### src/rtl/uart_pkg.sv
// Shared types and helpers for the UART transmit path.
// Holds the controller state encoding, data-length encoding and latched frame config.
package uart_pkg;

  localparam int OVERSAMPLE_DEF = 16;

  typedef enum logic [2:0] {
    IDLE,
    START,
    DATA,
    PARITY,
    STOP
  } tx_state_e;

  typedef enum logic [1:0] {
    LEN5 = 2'b00,
    LEN6 = 2'b01,
    LEN7 = 2'b10,
    LEN8 = 2'b11
  } data_len_e;

  typedef struct packed {
    logic      parity_en;
    logic      parity_type;
    data_len_e len;
    logic      stop2;
  } tx_cfg_t;

  function automatic logic [3:0] data_bits(input data_len_e len);
    return 4'd5 + {2'b00, len};
  endfunction

endpackage

### src/rtl/tx_parity_calc.sv
// Combinational parity over the low N = 5..8 data bits; bits above N never contribute.
// parity_type = 1 gives even parity (plain XOR), 0 gives odd (inverted XOR).
module tx_parity_calc
  import uart_pkg::*;
(
  input  logic [7:0] data,
  input  logic [1:0] len,
  input  logic       parity_type,
  output logic       parity_bit
);

  logic [7:0] mask;
  logic       xor_red;

  assign mask       = 8'hFF >> (4'd8 - data_bits(data_len_e'(len)));
  assign xor_red    = ^(data & mask);
  assign parity_bit = parity_type ? xor_red : ~xor_red;

endmodule

### src/rtl/uart_tx_ctrl.sv
// UART frame serialiser: start, 5-8 data bits LSB-first, optional parity, 1-2 stop bits.
// Accepts one character per valid/ready handshake while idle; all outputs registered.
module uart_tx_ctrl
  import uart_pkg::*;
#(
  parameter int OVERSAMPLE = OVERSAMPLE_DEF
) (
  input  logic       clk,
  input  logic       reset,
  input  logic       tick_i,
  input  logic [7:0] data_i,
  input  logic       valid_i,
  output logic       ready_o,
  input  logic       parity_en_i,
  input  logic       parity_type_i,
  input  logic [1:0] data_len_i,
  input  logic       stop2_i,
  output logic       tx_o,
  output logic       busy_o,
  output logic       done_o
);

  localparam int TW = $clog2(OVERSAMPLE);

  tx_state_e     state_q, state_d;
  logic [TW-1:0] tick_cnt_q, tick_cnt_d;
  logic [2:0]    bit_cnt_q, bit_cnt_d;
  logic [7:0]    shift_q, shift_d;
  logic [7:0]    data_q, data_d;
  tx_cfg_t       cfg_q, cfg_d;
  logic          tx_q, tx_d;
  logic          done_q, done_d;
  logic          accept, bit_adv, last_data, last_stop, par_bit;

  assign accept    = valid_i && (state_q == IDLE);
  assign bit_adv   = (state_q != IDLE) && tick_i && (tick_cnt_q == TW'(OVERSAMPLE - 1));
  assign last_data = ({1'b0, bit_cnt_q} == (data_bits(cfg_q.len) - 4'd1));
  assign last_stop = (bit_cnt_q == {2'b00, cfg_q.stop2});

  tx_parity_calc u_parity (
    .data        (data_q),
    .len         (cfg_q.len),
    .parity_type (cfg_q.parity_type),
    .parity_bit  (par_bit)
  );

  always_ff @(posedge clk) begin
    if (reset) state_q <= IDLE;
    else       state_q <= state_d;
  end

  always_comb begin
    state_d = state_q;
    case (state_q)
      IDLE:    if (accept)                state_d = START;
      START:   if (bit_adv)               state_d = DATA;
      DATA:    if (bit_adv && last_data)  state_d = cfg_q.parity_en ? PARITY : STOP;
      PARITY:  if (bit_adv)               state_d = STOP;
      STOP:    if (bit_adv && last_stop)  state_d = IDLE;
      default:                            state_d = IDLE;
    endcase
  end

  // bit_cnt restarts at 0 on every state change, so STOP reuses it for stop bits
  always_comb begin
    tick_cnt_d = tick_cnt_q;
    bit_cnt_d  = bit_cnt_q;
    shift_d    = shift_q;
    data_d     = data_q;
    cfg_d      = cfg_q;
    if (accept) begin
      tick_cnt_d = '0;
      bit_cnt_d  = '0;
      shift_d    = data_i;
      data_d     = data_i;
      cfg_d      = '{parity_en: parity_en_i, parity_type: parity_type_i,
                     len: data_len_e'(data_len_i), stop2: stop2_i};
    end else if (state_q != IDLE && tick_i) begin
      tick_cnt_d = tick_cnt_q + TW'(1);
      if (bit_adv) begin
        bit_cnt_d = (state_d != state_q) ? 3'd0 : bit_cnt_q + 3'd1;
        if (state_q == DATA) shift_d = shift_q >> 1;
      end
    end
  end

  always_comb begin
    case (state_d)
      START:   tx_d = 1'b0;
      DATA:    tx_d = shift_d[0];
      PARITY:  tx_d = par_bit;
      default: tx_d = 1'b1;
    endcase
    done_d = (state_q == STOP) && (state_d == IDLE);
  end

  always_ff @(posedge clk) begin
    if (reset) begin
      tick_cnt_q <= '0;
      bit_cnt_q  <= '0;
      shift_q    <= '0;
      data_q     <= '0;
      cfg_q      <= '0;
      tx_q       <= 1'b1;
      done_q     <= 1'b0;
    end else begin
      tick_cnt_q <= tick_cnt_d;
      bit_cnt_q  <= bit_cnt_d;
      shift_q    <= shift_d;
      data_q     <= data_d;
      cfg_q      <= cfg_d;
      tx_q       <= tx_d;
      done_q     <= done_d;
    end
  end

  assign ready_o = (state_q == IDLE);
  assign busy_o  = (state_q != IDLE);
  assign tx_o    = tx_q;
  assign done_o  = done_q;

endmodule

### config.mk
export PLATFORM = sky130hd
export DESIGN_NAME = uart_tx_ctrl
export DESIGN_NICKNAME = d
export VERILOG_FILES = /design/src/rtl/uart_pkg.sv /design/src/rtl/tx_parity_calc.sv /design/src/rtl/uart_tx_ctrl.sv
export SDC_FILE = /design/constraint.sdc
export NUM_CORES = 1
export LEC_CHECK = 0
export CORE_MARGIN = 2
export CORE_UTILIZATION = 55
export CTS_CLUSTER_DIAMETER = 60
export DETAILED_ROUTE_END_ITERATION = 8
export PLACE_DENSITY_LB_ADDON = 0.3
export SLEW_MARGIN = 20
export SYNTH_ARGS = -nofsm -noshare
export SYNTH_HDL_FRONTEND = slang
export SYNTH_SLANG_ARGS = --single-unit
export TNS_END_PERCENT = 10
### constraint.sdc
create_clock -name clk -period 2.35 [get_ports clk]
set_input_delay 0.3525 -clock clk [delete_from_list [all_inputs] [get_ports clk]]
set_output_delay 0.3525 -clock clk [all_outputs]
set_load 0.01 [all_outputs]
==> parameters.txt <==
Parameter                              Value

Cells and area
  Post-Layout Cell Count ... 271
  Net count, final ... 248
  Synthesis-to-finish area growth ... 18.1%
  Highest-count cells in the layout ignoring fill and taps ... sky130_fd_sc_hd__nand2_1 (40), sky130_fd_sc_hd__dfxtp_1 (32), sky130_fd_sc_hd__a21oi_1 (25)
  Diodes inserted ... 0
  Most common cell after layout, fill and taps aside ... sky130_fd_sc_hd__nand2_1
  Ratio of cells with drive above 1 in the final layout ... 0.128
  Final Core Density ... 0.675

Place
  Number of port buffers ... 20
  Detailed-placement wirelength estimate ... 2790 um
  Placed cell count ... 263
  Global placer's final weighted congestion ... 0.942
  Worst slack, placed ... 68.0 ps

Logic synthesis
  Flip-flop and latch count after synthesis ... 33
  Count of different cell masters after synthesis ... 52
  Async set-or-reset flop fraction in the synthesized netlist ... 0
  Synth Flop Type ... sky130_fd_sc_hd__dfxtp_1
  Mux contribution to synthesized area ... 0.0571
  Seq/Total Area, Yosys ... 0.382
  Synth Area per Inst ... 8.44 sq um
  Cell area after synthesis ... 0.00173 sq mm
  Yosys warnings ... 0
  Post-synth EDFFs ... 0
  XOR/XNOR share of the synthesized area ... 0.0701
  Synthesized netlist net count ... 227
  Share of synthesized cell area in and, or, nand and nor gates ... 0.231
  Main combinational cell family by area after synthesis ... simple AND/OR/NAND/NOR gates
  Post-synthesis adder-cell area fraction ... 0.0362
  Fraction of the mapped netlist area in compound gates ... 0.176
  Synthesized instance count ... 205

Die
  Die Outline Area ... 0.00361 sq mm
  Horizontal die dimension ... 60.1 um
  Number of placement rows ... 20
  Floorplan core area ... 0.00303 sq mm
  Overall die height ... 60.1 um
  Number of I/O pins ... 21
  Starting density of the core ... 0.571

GRT
  Via count of the first global-routing pass ... 1368
  Total gr overflow ... 0
  GRT Total Usage ... 0.236
  Largest net degree at the start of global routing ... 18
  Global-route wire length before repair ... 6290 um
  Number of antenna violations at the first check in global routing ... 0

Clock network
  Worst-skew pair later-pin latency ... 330 ps
  Clk buf depth ... 2
  Post-cts sizing count ... 0
  Clock sink count ... 33
  Hold-fix buffers at CTS ... 0
  Root buffer cell ... sky130_fd_sc_hd__clkbuf_4
  CTS clk-pin slew, worst paths ... 100 ps
  Clock tree from TritonCTS ... yes
  Count of H-tree levels built during CTS ... 2
  Clock buffers created by TritonCTS ... 5
  Post-CTS setup buffer count ... 0

STA
  Total Negative Setup Slacks ... 0 ps
  Minimum setup slack in the final design ... 101 ps
  Unrepaired setup endpoints after global routing ... no
  Number of endpoints with negative hold slack in the final report ... 0
  Tightest slew margin relative to the limit ... 0.664
  Max-slew violation count ... 0
  Clk_skew ... 13.7 ps
  Post-route fraction of the period consumed by the critical path ... 0.957
  Setup violators final ... 0
  Min Tclk post-route ... 2250 ps
  Fmax achieved ... 445 MHz
  Transition time at the pin with the least slew margin ... 497 ps
  Hold_ws ... 465 ps

Critical path
  Setup slack, reg-to-reg ... 200 ps
  CP Launch Type ... flip-flop
  Data arrival time of the critical path ... 1900 ps
  Category of the worst setup path capture point ... primary output
  Crit Path Class ... flip-flop to primary output
  Endpoint required time on the critical path ... 2000 ps
  Crit-path max FO ... 9

Detailed routing
  Iteration-0 DRC Markers ... 71
  Via count ... 1515
  Initial DRT Pass Iterations ... 4
  Average routed wire per standard cell ... 14.3 um
  DRC viols ... 0
  Final routed wirelength across all metal layers ... 3860 um
  Number of vias per cell after detailed routing ... 5.59
  Remaining antenna violation count after routing ... 0

Power
  Worst ir drop on vdd ... 0.411 mV
  Leakage power total ... 0.769 nW
  Power density over the cells ... 527 mW/mm^2

Worst hold path
  Worst hold path class ... flip-flop to flip-flop

Run status
  Status ... finished, final reports clean

Job
  Max cap viols ... 0
## layout make-up
type | count | area (sq um)
Timing Repair Buffer | 25 | 238
Fill cell | 252 | 985
Clock inverter | 2 | 10.0
Multi-Input combinational cell | 156 | 1020
Tap cell | 44 | 55.1
Clock buffer | 6 | 41.3
Inverter | 5 | 18.8
Sequential cell | 33 | 662
## path summary, 6_finish.rpt
| kind | start | endpoint | depth (start not counted) |
|---|---|---|---|
| max | state_q[1] | ready_o | 3 |
| min | data_q[7] | data_q[7] | 2 |
| max reg2reg | cfg_q[1] | tx_o | 7 |
| min reg2reg | data_q[7] | data_q[7] | 2 |
## power by group
part           switching [W]  internal (W)  leakage [nW]
combinational      0.0000864     0.0000901         0.467
sequential         0.0000158      0.000583         0.270
clock               0.000188      0.000114        0.0320
total               0.000290      0.000787         0.769
## synthesized netlist by cell type, types with 2 or more instances
library cell	n	area [sq um]
sky130_fd_sc_hd__a311oi_1	2	17.5
sky130_fd_sc_hd__nand2b_1	3	18.8
sky130_fd_sc_hd__inv_1	4	15.0
sky130_fd_sc_hd__nand3_1	5	25.0
sky130_fd_sc_hd__nor2_1	13	48.8
sky130_fd_sc_hd__nand2_1	40	150
sky130_fd_sc_hd__nor2b_1	2	12.5
sky130_fd_sc_hd__nor4b_1	2	17.5
sky130_fd_sc_hd__buf_6	2	22.5
sky130_fd_sc_hd__and4_1	2	17.5
sky130_fd_sc_hd__mux2_2	7	78.8
sky130_fd_sc_hd__o21ai_0	2	10.0
sky130_fd_sc_hd__xor2_1	5	43.8
sky130_fd_sc_hd__buf_2	5	25.0
sky130_fd_sc_hd__a21oi_1	25	125
sky130_fd_sc_hd__or3_1	2	12.5
sky130_fd_sc_hd__clkbuf_1	3	11.3
sky130_fd_sc_hd__mux2i_1	2	20.0
sky130_fd_sc_hd__a31oi_1	3	18.8
sky130_fd_sc_hd__dfxtp_1	33	661
sky130_fd_sc_hd__ha_1	5	62.6
sky130_fd_sc_hd__xnor2_1	7	61.3
sky130_fd_sc_hd__a22oi_1	2	15.0
## state kept, by name, indices dropped and copies added (netlist names)
register / cells
tx_o: 1
bit_cnt_q: 3
data_q: 8
cfg_q: 5
tick_cnt_q: 4
shift_q: 8
done_o: 1
state_q: 3
## per-layer routing
layer	part of all wire	track usage	wire, um	up-vias
met5	0	0	0	-
met1	0.47	0.321	1830	722
li1	-	-	-	761
met2	0.48	0.352	1840	28
met4	0.0098	0.0857	38	0
met3	0.040	0.0693	154	4
## critical path, stage by stage, from the launching register on
cell and delay, ps:
sky130_fd_sc_hd__dfxtp_1 400, sky130_fd_sc_hd__or3_1 520, sky130_fd_sc_hd__inv_2 120, sky130_fd_sc_hd__clkdlybuf4s50_1 530
## metrics by stage
| step | power, W | area [sq um] |
|---|---|---|
| global placement | 0.000776 | 1960 |
| finish | 0.00108 | 2040 |
| global route | 0.00113 | 2040 |
| detailed placement | 0.000781 | 1960 |
| floorplan | 0.000722 | 1730 |
| CTS | 0.00108 | 2010 |
## cell families after synthesis
kind of cell	Yosys count
AOI/OAI and AO/OA	48
muxes	9
adders and majority gates	5
DFF	33
buffers and inverters	16
and+or+nand+nor	81
xor gates and xnor gates	13
(Power assumes the default switching activity.)
==> RTL edit 1, RTL diff (same settings) <==
Set the package constant `OVERSAMPLE_DEF` to 32 (it was 16).
--- a/src/rtl/uart_pkg.sv
+++ b/src/rtl/uart_pkg.sv
@@ -2,7 +2,7 @@
 // Holds the controller state encoding, data-length encoding and latched frame config.
 package uart_pkg;
 
-  localparam int OVERSAMPLE_DEF = 16;
+  localparam int OVERSAMPLE_DEF = 32;
 
   typedef enum logic [2:0] {
     IDLE,
Formal check against the unedited RTL: no difference found for any inputs over 10 cycles, from zero or initial values and one cycle with reset high; that may be too few to reach the edited logic, so the function may still have changed.
==> RTL edit 1 against the original RTL <==
Maximum frequency is 0.29% higher. Setup slack better by 0.0065 ns. Synthesized area is 2.1% lower. Wire length is 10% lower. Power is 18% higher. Final area is 2.1% lower. Sequential cell count is 1 higher. Synthesized cell count stayed put. Global-route usage is 0.93 points lower. First-iteration DRC count is 1.4% higher. Critical path type is now reg -> reg. Largest cell class unchanged. Largest power group unchanged. Highest routed layer unchanged.
==> RTL edit 1: results (changes against the original RTL) <==
metric,value,unit,change
wl_met3,139,microns,-9.7%
comb_power_share,0.171,,+0.007
gp_congestion,0.848,,-10%
dp_slack,0.176,ns,+0.108 ns
wl,3480,microns,-10%
met1_length,1320,microns,-28%
yosys-mux-area-fraction,0.0576,,+0.000485
cts_root_buf,clkbuf_4,,
synth-xor-area-share,0.0672,,-0.00293
fin_cells,260,,-4.1%
crit_fanout,3,,-6
grt_usage,0.227,,-0.00930
min_from,data_q[5]$_SDFFE_PP0P_,,
rr_worst_depth,8,,+1
clockBufferDepth,2,,unchanged
finalNetCount,249,,+0.40%
synth_compound_area_frac,0.132,,-0.0442
leakagePower,0.767,nW,-0.18%
drt_iter0_drc,72,,+1.4%
synth_commonest_cells,"47 x nand2_1, 34 x dfxtp_1, 29 x a21oi_1, 11 x nor2_1",,
cp_top_family,compound AO/OA/AOI/OAI gates,,
syn_nets,228,,+0.44%
min_to,data_q[5]$_SDFFE_PP0P_,,
grt_max_degree,22,,+4
slowest_delay,0.37,ns,-0.16 ns
net-switching-power,0.000332,W,+15%
wl_met2,1970,microns,+7.2%
first_global_vias,1448,,+5.8%
vias,1448,,-4.4%
syn_avg_cell_area,8.26,sq um,-2.1%
hpwl,2640,microns,-5.4%
critPathArrivalTime,2.49,ns,+0.59 ns
tightest_slew,0.387,ns,-0.111 ns
r2r-start,cfg_q[2]$_SDFFE_PP0P_,,
synthAdderAreaFrac,0.0443,,+0.00816
synth_area_leaders,"dfxtp_1 40%, nand2_1 10%, a21oi_1 8.6%",,
postPlaceCellArea,1910,sq um,-2.7%
status,"finished, final reports clean",,
ff2ff_setup_slack,0.11,ns,-0.09 ns
whs,0.466,ns,+0.00106 ns
finalClockSkew,0.00980,ns,-0.00390 ns
slowest_stage,dfxtp_1,,
reg.largest.list,"data_q: 8 flops, shift_q: 8 flops",,
drive_above_1_share,0.132,,+0.00441
pg_seq,0.000629,W,+5.0%
yosysSeqAreaShare,0.402,,+0.0200
[RTL edit 1: layout make-up]
cell class | instances | area (sq um)
inverter | 3 | 16.3
clock inverter | 3 | 45.0
tap | 33 | 41.3
sequential | 34 | 681
clock buffer | 5 | 37.5
fill | 270 | 1000
timing repair buffer | 25 | 238
multi-input combinational | 157 | 941
[RTL edit 1: worst min-delay path, cell delays in order (launching register included)]
cell and delay, ns:
dfxtp_1 0.33, nand2_1 0.05, a21oi_1 0.05
[RTL edit 1: cells by family (layout without fill, tap and decap cells)]
logic type	after synthesis	after routing
XOR/XNOR	13	13
AND/OR/NAND/NOR	90	90
multiplexers	9	9
AO/OA/AOI/OAI	39	39
adder cells (fa/ha/maj)	6	6
flip-flops	34	34
buffers and inverters	14	36
[RTL edit 1: per-layer routing]
| layer | track usage | vias up |
|---|---|---|
| li1 | - | 734 |
| met1 | 0.231 | 673 |
| met2 | 0.429 | 36 |
| met3 | 0.0655 | 5 |
| met4 | 0.0889 | 0 |
| met5 | 0 | - |
[RTL edit 1: how the worst max path moves through the flow]
stage	start	endpoint	slack, ns	cells past startpoint
after floorplan	tick_cnt_q[0]$_SDFFE_PP0P_	tx_o$_SDFF_PP1_	0.25	9
after global placement	tick_cnt_q[0]$_SDFFE_PP0P_	tx_o$_SDFF_PP1_	0.25	10
after detailed placement	tick_cnt_q[0]$_SDFFE_PP0P_	tx_o$_SDFF_PP1_	0.18	10
after CTS	state_q[2]$_SDFF_PP0_	ready_o	0.03	3
after global routing	cfg_q[1]$_SDFFE_PP0P_	tx_o$_SDFF_PP1_	-0.04	8
final	cfg_q[2]$_SDFFE_PP0P_	tx_o$_SDFF_PP1_	0.11	8
==> RTL edit 2, RTL diff (config.mk and constraints unchanged) <==
Without the edit above. Re-encode `tx_state_e` (5 states) as one-hot, 5 bits wide.
--- a/src/rtl/uart_pkg.sv
+++ b/src/rtl/uart_pkg.sv
@@ -4,12 +4,12 @@
 
   localparam int OVERSAMPLE_DEF = 16;
 
-  typedef enum logic [2:0] {
-    IDLE,
-    START,
-    DATA,
-    PARITY,
-    STOP
+  typedef enum logic [4:0] {
+    IDLE   = 5'b00001,
+    START  = 5'b00010,
+    DATA   = 5'b00100,
+    PARITY = 5'b01000,
+    STOP   = 5'b10000
   } tx_state_e;
 
   typedef enum logic [1:0] {
Function: same outputs for any inputs over 10 cycles, from zero or initial values and one cycle with reset high; not proved beyond that.
==> RTL edit 2 against the original RTL <==
Critical path depth grew 1. Largest cell class unchanged. Via count up 8.1%. Setup slack better by 0.021 ns. Clock skew up 0.00092 ns. Power is 16% higher. Maximum frequency increased by 0.93%. Hold slack worse by 0.0051 ns. Final area is 6.9% higher. Wire length grew 4.0%. Synthesized area is 7.6% higher. Synthesized cell count up 10%. Sequential cell count rose by 2.
==> RTL edit 2: results (changes against the original RTL) <==
metric,value,unit,change
p_sw_frac,0.298,,+0.0285
grt_pass1_wl,7220,microns,+15%
min_from,data_q[6]$_SDFFE_PP0P_,,
min_to,data_q[6]$_SDFFE_PP0P_,,
reg2reg_to,bit_cnt_q[1]$_SDFFE_PP0P_,,
status,"finished, final reports clean",,
finalClockSkew,0.0146,ns,+0.000924 ns
max_freq,449,MHz,+0.93%
multiInputCombCellCount,174,,+12%
placed_cells,290,,+10%
num-nonclk-buffers,29,,+16%
drive_above_1_share,0.139,,+0.0111
fin_cells,298,,+10%
synth_cell_type_count,46,,-12%
reg.largest.list,"data_q: 8 flops, shift_q: 8 flops",,
critPathArrivalTime,1.88,ns,-0.02 ns
synth_area_leaders,"dfxtp_1 38%, nand2_1 8.5%, a21oi_1 7.0%",,
seq_share,0.321,,-0.00245
routedWlPerCell,13.5,microns,-5.4%
p_total,0.00125,W,+16%
syn_nets,247,,+8.8%
buffer_area_frac,0.123,,+0.00629
dp_slack,0.171,ns,+0.103 ns
finalNetCount,272,,+9.7%
postPlaceCellArea,2120,sq um,+8.3%
vias,1638,,+8.1%
whs,0.459,ns,-0.00514 ns
num_antenna_cells,0,,unchanged
clkLatencyLatePin,0.35,ns,+0.02 ns
syn_avg_cell_area,8.24,sq um,-2.4%
seq_cell_count,35,,+6.1%
tightest_slew,0.530,ns,+0.0321 ns
multiInputGateArea,1080,sq um,+6.0%
clk_share,0.0246,,-0.000465
comb_power_share,0.217,,+0.053
crit_fanout,12,,+3
seq_area,702,sq um,+6.0%
grt_usage,0.232,,-0.00366
yosysSeqAreaShare,0.376,,-0.00543
rr_worst_depth,8,,+1
drt_iter0_drc,100,,+41%
RTL edit 2: cell types whose count changed in the layout (fill, tap and decap cells not counted), sizes merged, moves of 3 or more:
cell / unedited run / this run
buf: 5 / 9
nor2: 13 / 18
nor2b: 2 / 8
nor3: 1 / 4
nor3b: 1 / 4
o21ai: 2 / 8
RTL edit 2: layer usage:
layer,part of all wire,vias up,routed length (microns),GRT usage
met1,0.46,758,1830,0.286
li1,-,842,-,-
met5,0,-,0,0
met4,0.020,0,80,0.114
met2,0.49,29,1960,0.382
met3,0.035,9,141,0.0562
RTL edit 2: kinds of logic after synthesis:
family / share of synthesized area
simple gates: 0.263
buf+inv: 0.0491
xor+xnor: 0.0565
flops: 0.376
fa+ha+maj: 0.0269
compound gates: 0.181
mux: 0.0470
RTL edit 2: worst max-delay path, cell delays in order, from the launching register on:
cell,delay (ns)
dfxtp_1,0.44
nor3_2,0.25
nand3_2,0.10
inv_1,0.17
clkdlybuf4s50_1,0.56
